<file path="src/rtl/sd_spi_card_responder.sv">
// sd_spi_card_responder
// ---------------------
// Device side of an SD card in SPI mode. It is the bench partner and loopback
// target for the SD host initializer/reader. It takes 48-bit command frames on
// MOSI and answers on MISO. Supported commands are CMD0, CMD8, CMD55, ACMD41,
// CMD58 and CMD17. The CMD17 block payload is read from an external byte
// source.
//
// Optional feature:
//   SD_RESPONDER_CRC16_EN  defined  : the data CRC is CRC-16-CCITT
//                                     (poly 0x1021, init 0), computed serially
//                                     over the payload bits.
//                          undefined: the data CRC is sent as 0xFFFF.
//
// Ports:
//   SCLK       in   SPI clock. All logic runs on the rising edge.
//   reset      in   Asynchronous, active-high.
//   CS         in   Chip select, active-low. High aborts any frame.
//   MOSI       in   Command bits, MSB first.
//   MISO       out  Response/data bits, MSB first (registered).
//   blk_addr   out  CMD17 argument, latched at decode.
//   byte_idx   out  Index of the payload byte being fetched.
//   byte_data  in   Payload byte for {blk_addr, byte_idx}. Combinational
//                   source, sampled when the byte is loaded.
//   in_idle    out  Card idle flag (R1 bit 0).
//   cmd_valid  out  One-cycle strobe when a frame completes.
//   cmd_index  out  Index of the last completed frame.
//   dbg_state  out  Current FSM state encoding, for observation.
//
// Handshake: cmd_valid is a strobe with no ready. It is high for exactly one
// SCLK cycle, the cycle after the frame end bit is sampled. cmd_index is
// valid from that cycle onward and holds until the next completed frame.

module sd_spi_card_responder #(
    parameter int ACMD41_BUSY_COUNT = 2,
    parameter int NCR_BYTES         = 1,
    parameter int DATA_WAIT_BYTES   = 2,
    parameter int BLOCK_BYTES       = 512
) (
    input  logic        SCLK,
    input  logic        reset,
    input  logic        CS,
    input  logic        MOSI,
    output logic        MISO,
    output logic [31:0] blk_addr,
    output logic [8:0]  byte_idx,
    input  logic [7:0]  byte_data,
    output logic        in_idle,
    output logic        cmd_valid,
    output logic [5:0]  cmd_index,
    output logic [2:0]  dbg_state
);

    typedef enum logic [2:0] {
        S_WAIT  = 3'd0,
        S_CMD   = 3'd1,
        S_NCR   = 3'd2,
        S_RESP  = 3'd3,
        S_DWAIT = 3'd4,
        S_TOKEN = 3'd5,
        S_DATA  = 3'd6,
        S_CRC   = 3'd7
    } state_t;

    // Last value of the per-state cycle counter before leaving each state.
    localparam logic [15:0] CMD_LAST   = 16'd46;
    localparam logic [15:0] NCR_LAST   = 16'(NCR_BYTES * 8 - 1);
    localparam logic [15:0] DWAIT_LAST = 16'(DATA_WAIT_BYTES * 8 - 1);
    localparam logic [15:0] DATA_LAST  = 16'(BLOCK_BYTES * 8 - 1);
    localparam logic [8:0]  IDX_LAST   = 9'(BLOCK_BYTES - 1);
    localparam logic [3:0]  BUSY_INIT  = 4'(ACMD41_BUSY_COUNT);

    state_t      state, state_next;
    logic [15:0] cnt;          // cycles spent in the current state
    logic [37:0] cmd_sr;       // {index, argument} of the incoming frame
    logic [39:0] tx_sr, tx_d;  // outgoing bits, MSB is the next MISO bit
    logic        miso_d;
    logic        app_cmd;
    logic [3:0]  busy_cnt;
    logic        resp_long;    // R7/R3: 32 bits follow R1
    logic        data_go;      // CMD17 accepted, block follows R1
    logic        decode;

    // Decoder results, applied on the decode edge.
    logic [5:0]  dec_idx;
    logic [31:0] dec_arg;
    logic [7:0]  dec_r1;
    logic [31:0] dec_payload;
    logic        dec_long;
    logic        dec_data_go;
    logic        dec_idle;
    logic [3:0]  dec_busy;
    logic        dec_app;
    logic        dec_set_addr;

    logic [15:0] crc_word;

    assign dbg_state = state;
    assign dec_idx   = cmd_sr[37:32];
    assign dec_arg   = cmd_sr[31:0];
    assign decode    = (state == S_CMD) && (state_next == S_NCR);

    // ------------------------------------------------------------------
    // State register
    // ------------------------------------------------------------------
    always_ff @(posedge SCLK or posedge reset) begin
        if (reset) begin
            state <= S_WAIT;
        end else begin
            state <= state_next;
        end
    end

    // ------------------------------------------------------------------
    // Next-state logic
    // ------------------------------------------------------------------
    always_comb begin
        state_next = state;
        if (CS) begin
            state_next = S_WAIT;
        end else begin
            case (state)
                S_WAIT:  if (!MOSI) state_next = S_CMD;
                S_CMD:   if (cnt == CMD_LAST) state_next = S_NCR;
                S_NCR:   if (cnt == NCR_LAST) state_next = S_RESP;
                S_RESP: begin
                    if (cnt == (resp_long ? 16'd39 : 16'd7)) begin
                        if (!data_go)                  state_next = S_WAIT;
                        else if (DATA_WAIT_BYTES == 0) state_next = S_TOKEN;
                        else                           state_next = S_DWAIT;
                    end
                end
                S_DWAIT: if (cnt == DWAIT_LAST) state_next = S_TOKEN;
                S_TOKEN: if (cnt == 16'd7) state_next = S_DATA;
                S_DATA:  if (cnt == DATA_LAST) state_next = S_CRC;
                S_CRC:   if (cnt == 16'd15) state_next = S_WAIT;
                default: state_next = S_WAIT;
            endcase
        end
    end

    // ------------------------------------------------------------------
    // Command decoder. It uses the flag values from before the decode edge.
    // ------------------------------------------------------------------
    always_comb begin
        dec_r1       = {5'b0, 1'b1, 1'b0, in_idle};  // illegal command
        dec_payload  = 32'hFFFF_FFFF;
        dec_long     = 1'b0;
        dec_data_go  = 1'b0;
        dec_idle     = in_idle;
        dec_busy     = busy_cnt;
        dec_app      = 1'b0;
        dec_set_addr = 1'b0;
        case (dec_idx)
            6'd0: begin
                dec_r1   = 8'h01;
                dec_idle = 1'b1;
                dec_busy = BUSY_INIT;
            end
            6'd8: begin
                dec_r1      = {7'b0, in_idle};
                dec_long    = 1'b1;
                dec_payload = {20'h00000, dec_arg[11:0]};
            end
            6'd55: begin
                dec_r1  = {7'b0, in_idle};
                dec_app = 1'b1;
            end
            6'd41: begin
                if (app_cmd) begin
                    if (busy_cnt != 4'd0) begin
                        dec_busy = busy_cnt - 4'd1;
                        dec_r1   = 8'h01;
                    end else begin
                        dec_idle = 1'b0;
                        dec_r1   = 8'h00;
                    end
                end
            end
            6'd58: begin
                dec_r1      = {7'b0, in_idle};
                dec_long    = 1'b1;
                dec_payload = {~in_idle, 1'b1, 6'b0, 24'hFF8000};
            end
            6'd17: begin
                if (in_idle) begin
                    dec_r1 = 8'h05;
                end else begin
                    dec_r1       = 8'h00;
                    dec_set_addr = 1'b1;
                    dec_data_go  = 1'b1;
                end
            end
            default: ;
        endcase
    end

    // ------------------------------------------------------------------
    // Output logic. MISO is registered, so the bit for the next cycle is
    // chosen from the state being entered. The first bit of each phase
    // then appears in that phase's first cycle.
    // ------------------------------------------------------------------
    always_comb begin
        logic        load;
        logic [39:0] word;
        miso_d = 1'b1;
        tx_d   = tx_sr;
        load   = 1'b0;
        word   = tx_sr;
        case (state_next)
            S_NCR: begin
                // The response is parked in the shifter while the NCR ones go out.
                if (state == S_CMD) begin
                    tx_d = {dec_r1, dec_long ? dec_payload : 32'hFFFF_FFFF};
                end
            end
            S_RESP: begin
                miso_d = tx_sr[39];
                tx_d   = {tx_sr[38:0], 1'b1};
            end
            S_TOKEN, S_DATA, S_CRC: begin
                if (state_next != state) begin
                    load = 1'b1;
                end else if (state_next == S_DATA && cnt[2:0] == 3'd7) begin
                    load = 1'b1;
                end
                if (load) begin
                    case (state_next)
                        S_TOKEN: word = {8'hFE, 32'hFFFF_FFFF};
                        S_DATA:  word = {byte_data, 32'hFFFF_FFFF};
                        default: word = {crc_word, 24'hFF_FFFF};
                    endcase
                end
                miso_d = word[39];
                tx_d   = {word[38:0], 1'b1};
            end
            default: ;
        endcase
    end

`ifdef SD_RESPONDER_CRC16_EN
    // The CRC advances on every payload bit that is on MISO. The value
    // loaded into S_CRC already includes the final payload bit.
    logic [15:0] crc, crc_next;

    always_comb begin
        crc_next = {crc[14:0], 1'b0} ^ ((crc[15] ^ MISO) ? 16'h1021 : 16'h0000);
        crc_word = crc_next;
    end

    always_ff @(posedge SCLK or posedge reset) begin
        if (reset) begin
            crc <= 16'h0000;
        end else begin
            crc <= (state == S_DATA) ? crc_next : 16'h0000;
        end
    end
`else
    assign crc_word = 16'hFFFF;
`endif

    // ------------------------------------------------------------------
    // Datapath registers
    // ------------------------------------------------------------------
    always_ff @(posedge SCLK or posedge reset) begin
        if (reset) begin
            MISO      <= 1'b1;
            tx_sr     <= '1;
            cnt       <= '0;
            cmd_sr    <= '0;
            in_idle   <= 1'b1;
            busy_cnt  <= BUSY_INIT;
            app_cmd   <= 1'b0;
            cmd_valid <= 1'b0;
            cmd_index <= 6'd0;
            blk_addr  <= 32'd0;
            byte_idx  <= 9'd0;
            resp_long <= 1'b0;
            data_go   <= 1'b0;
        end else begin
            MISO      <= miso_d;
            tx_sr     <= tx_d;
            cmd_valid <= decode;

            if (state_next != state || state_next == S_WAIT) begin
                cnt <= '0;
            end else begin
                cnt <= cnt + 16'd1;
            end

            // Only index and argument are kept. The transmission bit, CRC7
            // and end bit are not stored.
            if (state == S_CMD && cnt >= 16'd1 && cnt <= 16'd38) begin
                cmd_sr <= {cmd_sr[36:0], MOSI};
            end

            if (decode) begin
                cmd_index <= dec_idx;
                in_idle   <= dec_idle;
                busy_cnt  <= dec_busy;
                app_cmd   <= dec_app;
                resp_long <= dec_long;
                data_go   <= dec_data_go;
                if (dec_set_addr) begin
                    blk_addr <= dec_arg;
                end
            end

            // byte_idx moves to the next byte during the last bit of the
            // current byte. It is therefore stable for one full cycle before
            // the load edge.
            if (state_next == S_WAIT) begin
                byte_idx <= 9'd0;
            end else if (state == S_DATA && cnt[2:0] == 3'd6) begin
                byte_idx <= (byte_idx == IDX_LAST) ? 9'd0 : byte_idx + 9'd1;
            end
        end
    end

endmodule
</file>
<file path="config.mk">
export PLATFORM = sky130hd
export DESIGN_NAME = sd_spi_card_responder
export DESIGN_NICKNAME = d
export VERILOG_FILES = /design/src/rtl/sd_spi_card_responder.sv
export SDC_FILE = /design/constraint.sdc
export NUM_CORES = 1
export LEC_CHECK = 0
export ABC_AREA = 1
export CAP_MARGIN = 40
export CORE_AREA = 3 3 127 129
export CTS_CLUSTER_DIAMETER = 100
export DETAILED_ROUTE_END_ITERATION = 8
export DIE_AREA = 0 0 130 132
export PLACE_DENSITY_LB_ADDON = 0.15
export SLEW_MARGIN = 5
export SYNTH_ARGS = -nofsm -noshare
export SYNTH_HDL_FRONTEND = slang
export SYNTH_SLANG_ARGS = --single-unit
</file>
<file path="constraint.sdc">
create_clock -name SCLK -period 10.9 [get_ports SCLK]
set_clock_uncertainty 0.2 [all_clocks]
set_input_delay 1.635 -clock SCLK [delete_from_list [all_inputs] [get_ports SCLK]]
set_output_delay 1.635 -clock SCLK [all_outputs]
set_load 0.005 [all_outputs]
</file>
# After elaboration in Yosys (flattened, before gate mapping)

Index checks and enable logic that the tools add are counted.

Flip-flop bits (word level): 154
Input bits: 12
Output and inout bits: 53
Logic and storage cells: 110

$add $sub $neg: 3
Magnitude comparators: 2
Eq/ne operators: 30
Muxes and demuxes: 40
Bitwise operators: 1
Reductions and logical operators: 20

Operators by type and width:

| operator              | count |
|---|---|
| $pmux 40 s3           | 1 |
| $mux 40               | 2 |
| $pmux 40 s2           | 1 |
| $pmux 32 s2           | 1 |
| $mux 3                | 12 |
| $mux 32               | 1 |
| $eq 3x3->1 const B    | 9 |
| $mux 9                | 3 |
| $pmux 3 s8            | 1 |
| $eq 6x6->1 const B    | 3 |
| $add 16x1->16 const B | 1 |
| $eq 16x12->1 const B  | 1 |
| $eq 16x3->1 const B   | 1 |
| $eq 16x4->1 const B   | 1 |
| $eq 16x6->1           | 1 |
| $eq 16x6->1 const B   | 1 |
| $ge 16x1->1 const B   | 1 |
| $le 16x6->1 const B   | 1 |
| $mux 16               | 1 |
| $eq 3x2->1 const B    | 4 |
| $pmux 3 s4            | 1 |
| $mux 1                | 10 |
| $add 9x1->9 const B   | 1 |
| $eq 9x9->1 const B    | 1 |
| 22 further kinds      | 36 |

# Depth between registers and ports, before layout

Word-level depth: 12
Gate-level depth with buffers: 19
Gate-level depth less buffers: 17

# Worst setup path before layout

No wires, ideal clock.

Path kind: input port to flip-flop
Start: input CS
End: register tx_sr[6]
Setup time: 0.067 ns
Arrival time: 3.024 ns
Path slack: 7.609 ns
Stages on the path: 13
Path through: inv_1 > o21ai_0 > inv_1 > nand2_8 > a21oi_4 > buf_4 > inv_2 > nand2_2 > buf_4 > nand2_1 > nand3_1 > nor2_1 > nor2_1

Word-level cells in the longest chain between the ends: 8
Elaborated cells between the ends (all ways): 17
Classes of those cells: eq/ne: 7; mux: 6; reduce/logical: 4

RTL lines:

| element                | RTL line | source |
|---|---|---|
| start: declaration     | 42       | `input logic CS,` |
| $mux 3 (*)             | 119      | `if (CS) begin` |
| $eq 3x3->1             | 210, 224 |  |
| $logic_and 1x1->1      | 224      | `end else if (state_next == S_DATA && cnt[2:0] == 3'd7) begin` |
| $mux 1                 | 224      |  |
| $mux 1                 | 222      | `if (state_next != state) begin` |
| $mux 1                 | 210      | `case (state_next)` |
| $mux 40                | 227      | `if (load) begin` |
| $pmux 40 s3            | 210      |  |
| end signal: assignment | 282      | `tx_sr <= tx_d;` |
| end: declaration       | 76       | `logic [39:0] tx_sr, tx_d;` |

Every way passes the cells marked *; elsewhere a longest branch is shown, timed or not. The select of a mux whose other input is x is not followed.
A chain may end at the register's enable or synchronous reset.

# Worst setup path after layout

Start: input CS
End: register tx_sr[5]

The elaborated chain is that of the path after synthesis.

==> results.toml <==
[final_layout]
design_area_sq_um = 9010
fin_util = 0.595
antennaDiodeCount = 0
drive_above_1_share = 0.158
syn_to_final_growth_pct = 17.4
layout.nets = 994

[placement]
place_ws_ns = 5.99
dp_hpwl_um = 10400
place_area_sq_um = 8400
gp_congestion = 0.805
io_buffers = 64

[floorplan]
dieArea_sq_um = 17200
die_h_um = 132
start_util = 0.507
rows = 45
io_pins = 65
die_w_um = 130
core_sq_um = 15100

[power_and_ir_drop]
max-vdd-ir-drop_mv = 0.112
power_uw = 1270
p_per_area_nw_per_um2 = 141
p_leak_uw = 0.00395

[route]
wire_per_inst_um = 13.3
drt_iter0_markers = 420
drc_errors = 0
vias = 5964
ant_nets = 0
vias_per_cell = 5.08
firstDrtPassIters = 5
wirelength_um = 15600

[global_route]
grt_pass1_vias = 5740
grt_max_degree = 77
grt_use_total = 0.196
grt_pass1_wl_um = 27400
antenna_found_initial = 0
grt-ovfl-total = 0

[critical_path]
end_kind = "flip-flop"
required_ns = 11.06
crit_fanout = 29
startpoint_type = "input port"
cp_data_arrival_time_ns = 4.70
worstSetupPathType = "in2reg"

[synth]
syn_inst = 919
synth_edf_count = 0
synth_area_leaders = "dfrtp_1 36%, dfstp_2 15%, nand2_1 12%, nor2_1 5.3%, nand3_1 5.1%"
async_flop_share = 1.00
yosysMostFrequentCell = "nand2_1"
ys_seq_elements = 154
netlist_area_sq_um = 7670
syn_nets = 940
synth-main-ff-cell = "dfrtp_1"
yosysSeqAreaShare = 0.509
syn_avg_cell_area_sq_um = 8.35
synth_top_area_frac = 0.362
synthTopCellsByCount = "238 x nand2_1, 111 x dfrtp_1, 108 x nor2_1"
synth_cell_type_count = 45
yosys_warnings = 0
yosysTopAreaCell = "dfrtp_1"

[timing]
slew_viol_final = 0
finalCriticalPeriod_ns = 4.54
max-slew-margin-rel = 0.447
rsz0062_at_grt = "false"
min_period_over_period = 0.416
tns_ns = 0
hold_viol_final = 0
max_slew.worst_pin.slew_ns = 0.828
setup_viol = 0
worst_slack_ns = 6.36
fmax_mhz = 220

[clocking]
cts-root-buf = "clkbuf_16"
cts_tree = "done"
clkSinkCount = 154
insertion_delay_ns = 0.43
hold_buffers = 0
cts_buffers = 17
htree_levels = 4
cts_setup_buffers = 0
cts.path.max_buffers = 2
cts_resized = 0
clkSlewWorstSetupHoldPaths_ns = 0.07

[outcome]
run_status = "completed"

[worst_hold_path]
hp-class = "reg2reg"

[flow_run]
drv_cap = 0
[state kept, by name, summed over array words and instances, names as in the netlist]
register and flops:
app_cmd 1, busy_cnt 4, cmd_valid 1, blk_addr 32, resp_long 1, in_idle 1
cmd_index 6, MISO 1, dbg_state 3, tx_sr 40, cnt 16, data_go 1
byte_idx 9, cmd_sr 38
[layer usage]
layer / share of wire / GRT usage / vias up
li1: - / - / 3043
met1: 0.47 / 0.267 / 2816
met2: 0.47 / 0.307 / 85
met3: 0.041 / 0.0531 / 20
met4: 0.015 / 0.0612 / 0
met5: 0 / 0 / -
[critical path: stages]
cell and delay [ns]:
clkdlybuf4s50_1 0.42, inv_1 0.22, o21ai_0 0.13, inv_1 0.19, nand2_8 0.11, o21ai_1 0.12
nand2_1 0.42, inv_1 0.81, nand2_2 0.33, nor2_1 0.22, nor2_1 0.07
[per-stage QoR]
step	cells	hold slack (ns)
5_1_grt	1174	0.301
4_1_cts	1174	0.285
3_3_place_gp	1141	0.255
2_1_floorplan	919	0.253
6_report	1174	0.278
3_5_place_dp	1142	0.266
[where the power goes]
group	switching (uW)	internal, uW
clock	280	333
combinational	50.1	18.2
sequential	7.86	585
total	338	936
[area by class of cell]
| class | instances | area, sq um |
|---|---|---|
| tap | 188 | 235 |
| clock buffer | 17 | 425 |
| sequential | 154 | 3910 |
| fill | 1342 | 6130 |
| multi-input combinational | 636 | 3200 |
| timing repair buffer | 68 | 691 |
| inverter | 96 | 368 |
| clock inverter | 15 | 188 |
[cell usage in the layout (no fill, tap or decap), drive strengths merged]
cell type      count
a211oi             4
a21boi             1
a21oi             15
a31oi              1
a41oi              1
buf                4
bufinv             1
clkbuf            17
clkdlybuf4s50     64
clkinv             3
dfrtp            111
dfstp             43
ha                 9
inv              107
nand2            251
nand3             83
nand3b             4
nand4              5
nor2             121
nor3              12
nor3b              5
nor4               2
o211ai             4
o21ai             95
o22ai              1
or2               14
xnor2              3
xor2               5
[cell families (layout without fill, tap and decap cells)]
logic type / after synthesis / count (layout) / synth area share
DFF: 154 / 154 / 0.509
and+or+nand+nor: 497 / 497 / 0.295
buffers and inverters: 129 / 196 / 0.0750
xor gates and xnor gates: 8 / 8 / 0.00913
AOI/OAI and AO/OA: 122 / 122 / 0.0970
adders and majority gates: 9 / 9 / 0.0147
[path summary, 6_finish.rpt]
path                                     end    startpoint  slack [ns]  depth (start not counted)
worst max register to register      tx_sr[5]        cnt[0]        7.10                         14
worst min register to register  cmd_index[5]  cmd_index[5]        0.28                          2
worst min-delay path            cmd_index[5]  cmd_index[5]        0.28                          2
worst max-delay path                tx_sr[5]            CS        6.36                         11
min in group asynchronous            cnt[13]         reset        1.49                          2
max in group asynchronous           tx_sr[8]         reset        7.88                          4
(Power assumes the default switching activity.)
